File: src/rtl/alu_writeback.sv
`default_nettype none
// ============================================================================
// Module   : alu_writeback
// Purpose  : Writeback stage behind the 32-bit ALU. Buffers 64-bit results in
//            a 2-entry FIFO. MUL/DIV results retire into the HI/LO registers.
//            All other results go to the register-file write port with a
//            write/acknowledge handshake. Writes to register 0 are dropped.
// Ports    : Clock, Clear (async active-low)
//            in_valid/in_ready/in_control/in_dest/in_result : ALU result in
//            rf_we/rf_addr/rf_data/rf_ack                    : RF write port
//            hi_out/lo_out : HI/LO registers
//            busy          : FIFO non-empty
//            fwd_valid/fwd_addr/fwd_data : operand bypass (optional)
// Config   : define ALU_WB_FORWARD_EN to add the bypass outputs
// Revision : 1.0 - initial release
// ============================================================================
module alu_writeback #(
  parameter int         DATA_W = 32,
  parameter int         ADDR_W = 4,
  parameter logic [4:0] MUL_OP = 5'b01110,
  parameter logic [4:0] DIV_OP = 5'b01111
) (
  input  logic                Clock,
  input  logic                Clear,
  input  logic                in_valid,
  output logic                in_ready,
  input  logic [4:0]          in_control,
  input  logic [ADDR_W-1:0]   in_dest,
  input  logic [2*DATA_W-1:0] in_result,
  output logic                rf_we,
  output logic [ADDR_W-1:0]   rf_addr,
  output logic [DATA_W-1:0]   rf_data,
  input  logic                rf_ack,
  output logic [DATA_W-1:0]   hi_out,
  output logic [DATA_W-1:0]   lo_out,
  output logic                busy
`ifdef ALU_WB_FORWARD_EN
  ,
  output logic                fwd_valid,
  output logic [ADDR_W-1:0]   fwd_addr,
  output logic [DATA_W-1:0]   fwd_data
`endif
);

  // FIFO storage (2 entries) and bookkeeping
  logic [4:0]          r_ctrl [2];
  logic [ADDR_W-1:0]   r_dest [2];
  logic [2*DATA_W-1:0] r_res  [2];
  logic                r_wptr;
  logic                r_rptr;
  logic [1:0]          r_count;
  logic [DATA_W-1:0]   r_hi;
  logic [DATA_W-1:0]   r_lo;

  logic                w_nonempty;
  logic                w_push;
  logic                w_pop;
  logic                w_head_hilo;
  logic                w_head_zero;
  logic                w_head_gpr;
  logic [4:0]          w_head_ctrl;
  logic [ADDR_W-1:0]   w_head_dest;
  logic [2*DATA_W-1:0] w_head_res;

  assign w_nonempty  = (r_count != 2'd0);
  assign in_ready    = (r_count < 2'd2);
  assign w_push      = in_valid & in_ready;

  assign w_head_ctrl = r_ctrl[r_rptr];
  assign w_head_dest = r_dest[r_rptr];
  assign w_head_res  = r_res[r_rptr];

  // Head classification; only meaningful while the FIFO holds something
  assign w_head_hilo = w_nonempty & ((w_head_ctrl == MUL_OP) | (w_head_ctrl == DIV_OP));
  assign w_head_zero = w_nonempty & ~w_head_hilo & (w_head_dest == '0);
  assign w_head_gpr  = w_nonempty & ~w_head_hilo & (w_head_dest != '0);

  // HILO and ZERO retire unconditionally; GPR waits for the RF to accept.
  // rf_ack is only consulted when rf_we is high.
  assign w_pop = w_head_hilo | w_head_zero | (w_head_gpr & rf_ack);

  always_ff @(posedge Clock or negedge Clear) begin
    if (!Clear) begin
      r_ctrl[0] <= '0;
      r_ctrl[1] <= '0;
      r_dest[0] <= '0;
      r_dest[1] <= '0;
      r_res[0]  <= '0;
      r_res[1]  <= '0;
      r_wptr    <= 1'b0;
      r_rptr    <= 1'b0;
      r_count   <= 2'd0;
      r_hi      <= '0;
      r_lo      <= '0;
    end else begin
      if (w_push) begin
        r_ctrl[r_wptr] <= in_control;
        r_dest[r_wptr] <= in_dest;
        r_res[r_wptr]  <= in_result;
        r_wptr         <= ~r_wptr;
      end
      if (w_pop) begin
        r_rptr <= ~r_rptr;
      end
      case ({w_push, w_pop})
        2'b10:   r_count <= r_count + 2'd1;
        2'b01:   r_count <= r_count - 2'd1;
        default: r_count <= r_count;
      endcase
      if (w_head_hilo) begin
        r_hi <= w_head_res[2*DATA_W-1:DATA_W];
        r_lo <= w_head_res[DATA_W-1:0];
      end
    end
  end

  // Outputs decode purely from FIFO state; nothing from in_* reaches them
  assign rf_we   = w_head_gpr;
  assign rf_addr = w_nonempty ? w_head_dest : '0;
  assign rf_data = w_nonempty ? w_head_res[DATA_W-1:0] : '0;
  assign hi_out  = r_hi;
  assign lo_out  = r_lo;
  assign busy    = w_nonempty;

`ifdef ALU_WB_FORWARD_EN
  // Youngest entry sits just behind the write pointer; the older one (only
  // present when full) sits at the read pointer.
  logic w_young_idx;
  logic w_young_ok;
  logic w_old_ok;

  assign w_young_idx = ~r_wptr;
  assign w_young_ok  = w_nonempty
                     & (r_ctrl[w_young_idx] != MUL_OP)
                     & (r_ctrl[w_young_idx] != DIV_OP)
                     & (r_dest[w_young_idx] != '0);
  assign w_old_ok    = (r_count == 2'd2)
                     & (r_ctrl[r_rptr] != MUL_OP)
                     & (r_ctrl[r_rptr] != DIV_OP)
                     & (r_dest[r_rptr] != '0);

  always_comb begin
    fwd_valid = 1'b0;
    fwd_addr  = '0;
    fwd_data  = '0;
    if (w_young_ok) begin
      fwd_valid = 1'b1;
      fwd_addr  = r_dest[w_young_idx];
      fwd_data  = r_res[w_young_idx][DATA_W-1:0];
    end else if (w_old_ok) begin
      fwd_valid = 1'b1;
      fwd_addr  = r_dest[r_rptr];
      fwd_data  = r_res[r_rptr][DATA_W-1:0];
    end
  end
`endif

endmodule
`default_nettype wire

File: config.mk
export PLATFORM = sky130hd
export DESIGN_NAME = alu_writeback
export DESIGN_NICKNAME = d
export VERILOG_FILES = /design/src/rtl/alu_writeback.sv
export SDC_FILE = /design/constraint.sdc
export NUM_CORES = 1
export LEC_CHECK = 0
export ABC_AREA = 1
export ABC_CLOCK_PERIOD_IN_PS = 4700
export BUFFER_PORTS_ARGS = -buffer_cell sky130_fd_sc_hd__buf_4
export CAP_MARGIN = 15
export CORE_ASPECT_RATIO = 1.2
export CORE_MARGIN = 2
export CORE_UTILIZATION = 59
export CTS_BUF_LIST = sky130_fd_sc_hd__clkbuf_16
export DETAILED_ROUTE_END_ITERATION = 8
export PLACE_DENSITY = 0.88
export SLEW_MARGIN = 10
export SYNTH_ARGS = -nofsm -noshare
export SYNTH_HDL_FRONTEND = slang
export SYNTH_SLANG_ARGS = --single-unit
File: constraint.sdc
create_clock -name Clock -period 4.7 [get_ports Clock]
set_input_delay 0.235 -clock Clock [delete_from_list [all_inputs] [get_ports Clock]]
set_output_delay 0.235 -clock Clock [all_outputs]
set_load 0.1 [all_outputs]
==> results.md <==
* Status: finished clean
* FP Rows at 49
* Worst hold path type: input pin to flip-flop
* Tmin final at 3.00 ns
* Arr. time, crit path at 2.76 ns
* CTS clock-pin slew for the worst setup and hold paths at 0.06 ns
* CP max FO at 57
* Die Height at 139 um
* Core footprint at 15000 sq um
* Yosys top cell area share at 58.9%
* Adder-cell share of the synthesized area at 0.139%
* Actual slew at the worst max-slew pin at 1.01 ns
* Root Buffer: clkbuf_16
* Vias in the first global route at 6507
* Largest net degree at the start of global routing at 118
* Clock latency at the later pin of the worst-skew pair at 0.49 ns
* Total CTS buffers at 21
* Post-CTS Setup Bufs at 0
* Crit path kind: flip-flop to primary output
* GRT Residual Overflow at 0
* Initial DRT Pass Iterations at 5
* Final Cycle Share at 63.8%
* Area Growth Syn to Fin at 23.1%
* Distinct cells, synth at 22
* Syn Nets at 984
* Mean Syn Cell Area at 9.94 sq um
* Final #Nets at 1147
* Final hold slack at 0.0124 ns
* Syn Inst Count at 906
* CTS tree: done
* Xor/xnor share of the synthesized area at 0.195%
* DRC errors left at 0
* Final wirelength at 19100 um
* Iter 0 DRT Violations at 443
* Post-CTS sizing at 0
* Initial core utilization at 60.2%
* Type of origin of the critical path: flip-flop
* Clock Sinks at 212
* Hold Path Stages at 3
* Max Clk Rate at 334 MHz
* Seq. cell area at 5310 sq um
* Layout cells sized above 1 at 26.0%
* Hold Fails Final Rpt at 0
* Seq/Total Area, Yosys at 58.9%
* Pins Over Slew Limit at 0
* Wire per inst at 14.8 um
* GRT Total Usage at 23.8%
* Routability cong. at 0.774
* Area contributors post-synth: dfrtp_1, nand2_1, mux2i_1
* Routed vias at 6605
* Mapped Area at 9000 sq um
* Antenna cells at 0
* R2R cell count at 10
* CP Data Required Time at 4.47 ns
* Compound-Gate Fraction of Synth Area at 14.5%
* Fill cells at 1052
* CTS Hold Bufs at 12
* CTS H-tree depth at 1
* Syn. warnings at 0
* Setup crit end kind: primary output
* Initial antenna violation count at 0
* Simple-gate share of the synthesized area at 11.6%
* Final HPWL DP at 12100 um
* Io pins at 180
* Leading area contributor after synthesis: dfrtp_1
* Post-synthesis register bit count at 212
* Max cap viols at 0
* Largest family of logic cells by synthesized area: compound AO/OA/AOI/OAI gates
* RSZ-0062 raised after global routing: false
* First-pass GRT wire length at 31300 um
* Input/output buffers at 178
* Die ar. at 16300 sq um
* Mux contribution to synthesized area at 7.12%
* Skew final at 0.00751 ns
* Die X at 117 um
* Rel. slew slack at 32.7%
* Setup violators final at 0
* Area of the multi-input gates at 3040 sq um
* Routed Antenna Nets at 0
* Vias per cell at 5.13
* CTS max path bufs at 3
* TNS Setup at 0 ns
[logic make-up (layout without fill, tap and decap cells)]
family | after synthesis | after routing
xor gates and xnor gates | 2 | 2
AOI/OAI and AO/OA | 215 | 215
buffers and inverters | 137 | 314
and+or+nand+nor | 275 | 275
muxes | 64 | 64
DFF | 212 | 212
adders and majority gates | 1 | 1
[cell usage in the layout (no fill, tap or decap), drive strengths merged]
| cell type | instances |
|---|---|
| a21oi | 5 |
| buf | 185 |
| bufinv | 2 |
| clkbuf | 22 |
| clkinv | 8 |
| dfrtp | 212 |
| dlygate4sd3 | 12 |
| ha | 1 |
| inv | 85 |
| mux2i | 64 |
| nand2 | 230 |
| nand3 | 5 |
| nor2 | 39 |
| o21ai | 210 |
| or2 | 1 |
| xnor2 | 1 |
| xor2 | 1 |
[worst max-delay path: stages (launching register included)]
cell     delay [ns]
dfrtp_4        1.10
buf_4          0.44
mux2i_1        0.36
nor2_1         0.10
buf_4          0.25
[path summary, 6_finish.rpt]
| kind | endpoint | startpoint | slack (ns) |
|---|---|---|---|
| setup reg to reg | r_count[1]$_DFFE_PN0P_ | r_rptr$_DFFE_PN0N_ | 2.09 |
| min in group asynchronous | r_res[10]$_DFFE_PN0P_ | Clear | 0.44 |
| hold / removal | r_res[123]$_DFFE_PN0P_ | in_result[59] | 0.01 |
| setup / recovery | rf_data[13] | r_rptr$_DFFE_PN0N_ | 1.70 |
| max in group asynchronous | r_res[112]$_DFFE_PN0P_ | Clear | 3.01 |
| hold reg to reg | lo_out[16]$_DFFE_PN0P_ | lo_out[16]$_DFFE_PN0P_ | 0.48 |
[Yosys cell counts, drive strengths merged]
cell	n
ha	1
dfrtp	212
o21ai	210
nand2	230
xor2	1
a21oi	5
inv	79
xnor2	1
mux2i	64
or2	1
nand3	5
nor2	39
clkbuf	16
buf	42
[cell type report]
type,instances,area share [%]
clock buffer,21,4.74
clock inverter,16,1.16
inverter,79,2.70
multi-input combinational,557,27.5
sequential,212,47.9
tap,204,2.30
timing repair buffer,198,13.7
[flip-flops by register name (all words and copies together), names as in the netlist]
signal	cells
r_rptr	1
r_count	2
lo_out	32
hi_out	32
r_dest	8
r_res	128
r_wptr	1
r_ctrl	8
[metrics by stage]
step / utilization [%] / setup WS (ns) / cells / instance area, sq um
floorplan: - / 2.25 / 906 / 9000
global placement: 68.9 / 2.14 / 1238 / 10300
detailed placement: 68.9 / 2.10 / 1238 / 10300
CTS: 74.1 / 1.69 / 1287 / 11100
global route: 74.1 / 1.63 / 1287 / 11100
finish: 74.1 / 1.70 / 1287 / 11100
[routing by layer]
metal / global-route usage, % / vias to the layer above / wire, um
li1: - / 3246 / -
met1: 30.8 / 3149 / 7710
met2: 40.6 / 173 / 9850
met3: 4.36 / 37 / 1020
met4: 7.43 / 0 / 477
met5: 0 / - / 0
Power is not shown: default switching activity piles up to over one toggle a cycle in this logic, so the estimate is an artifact.
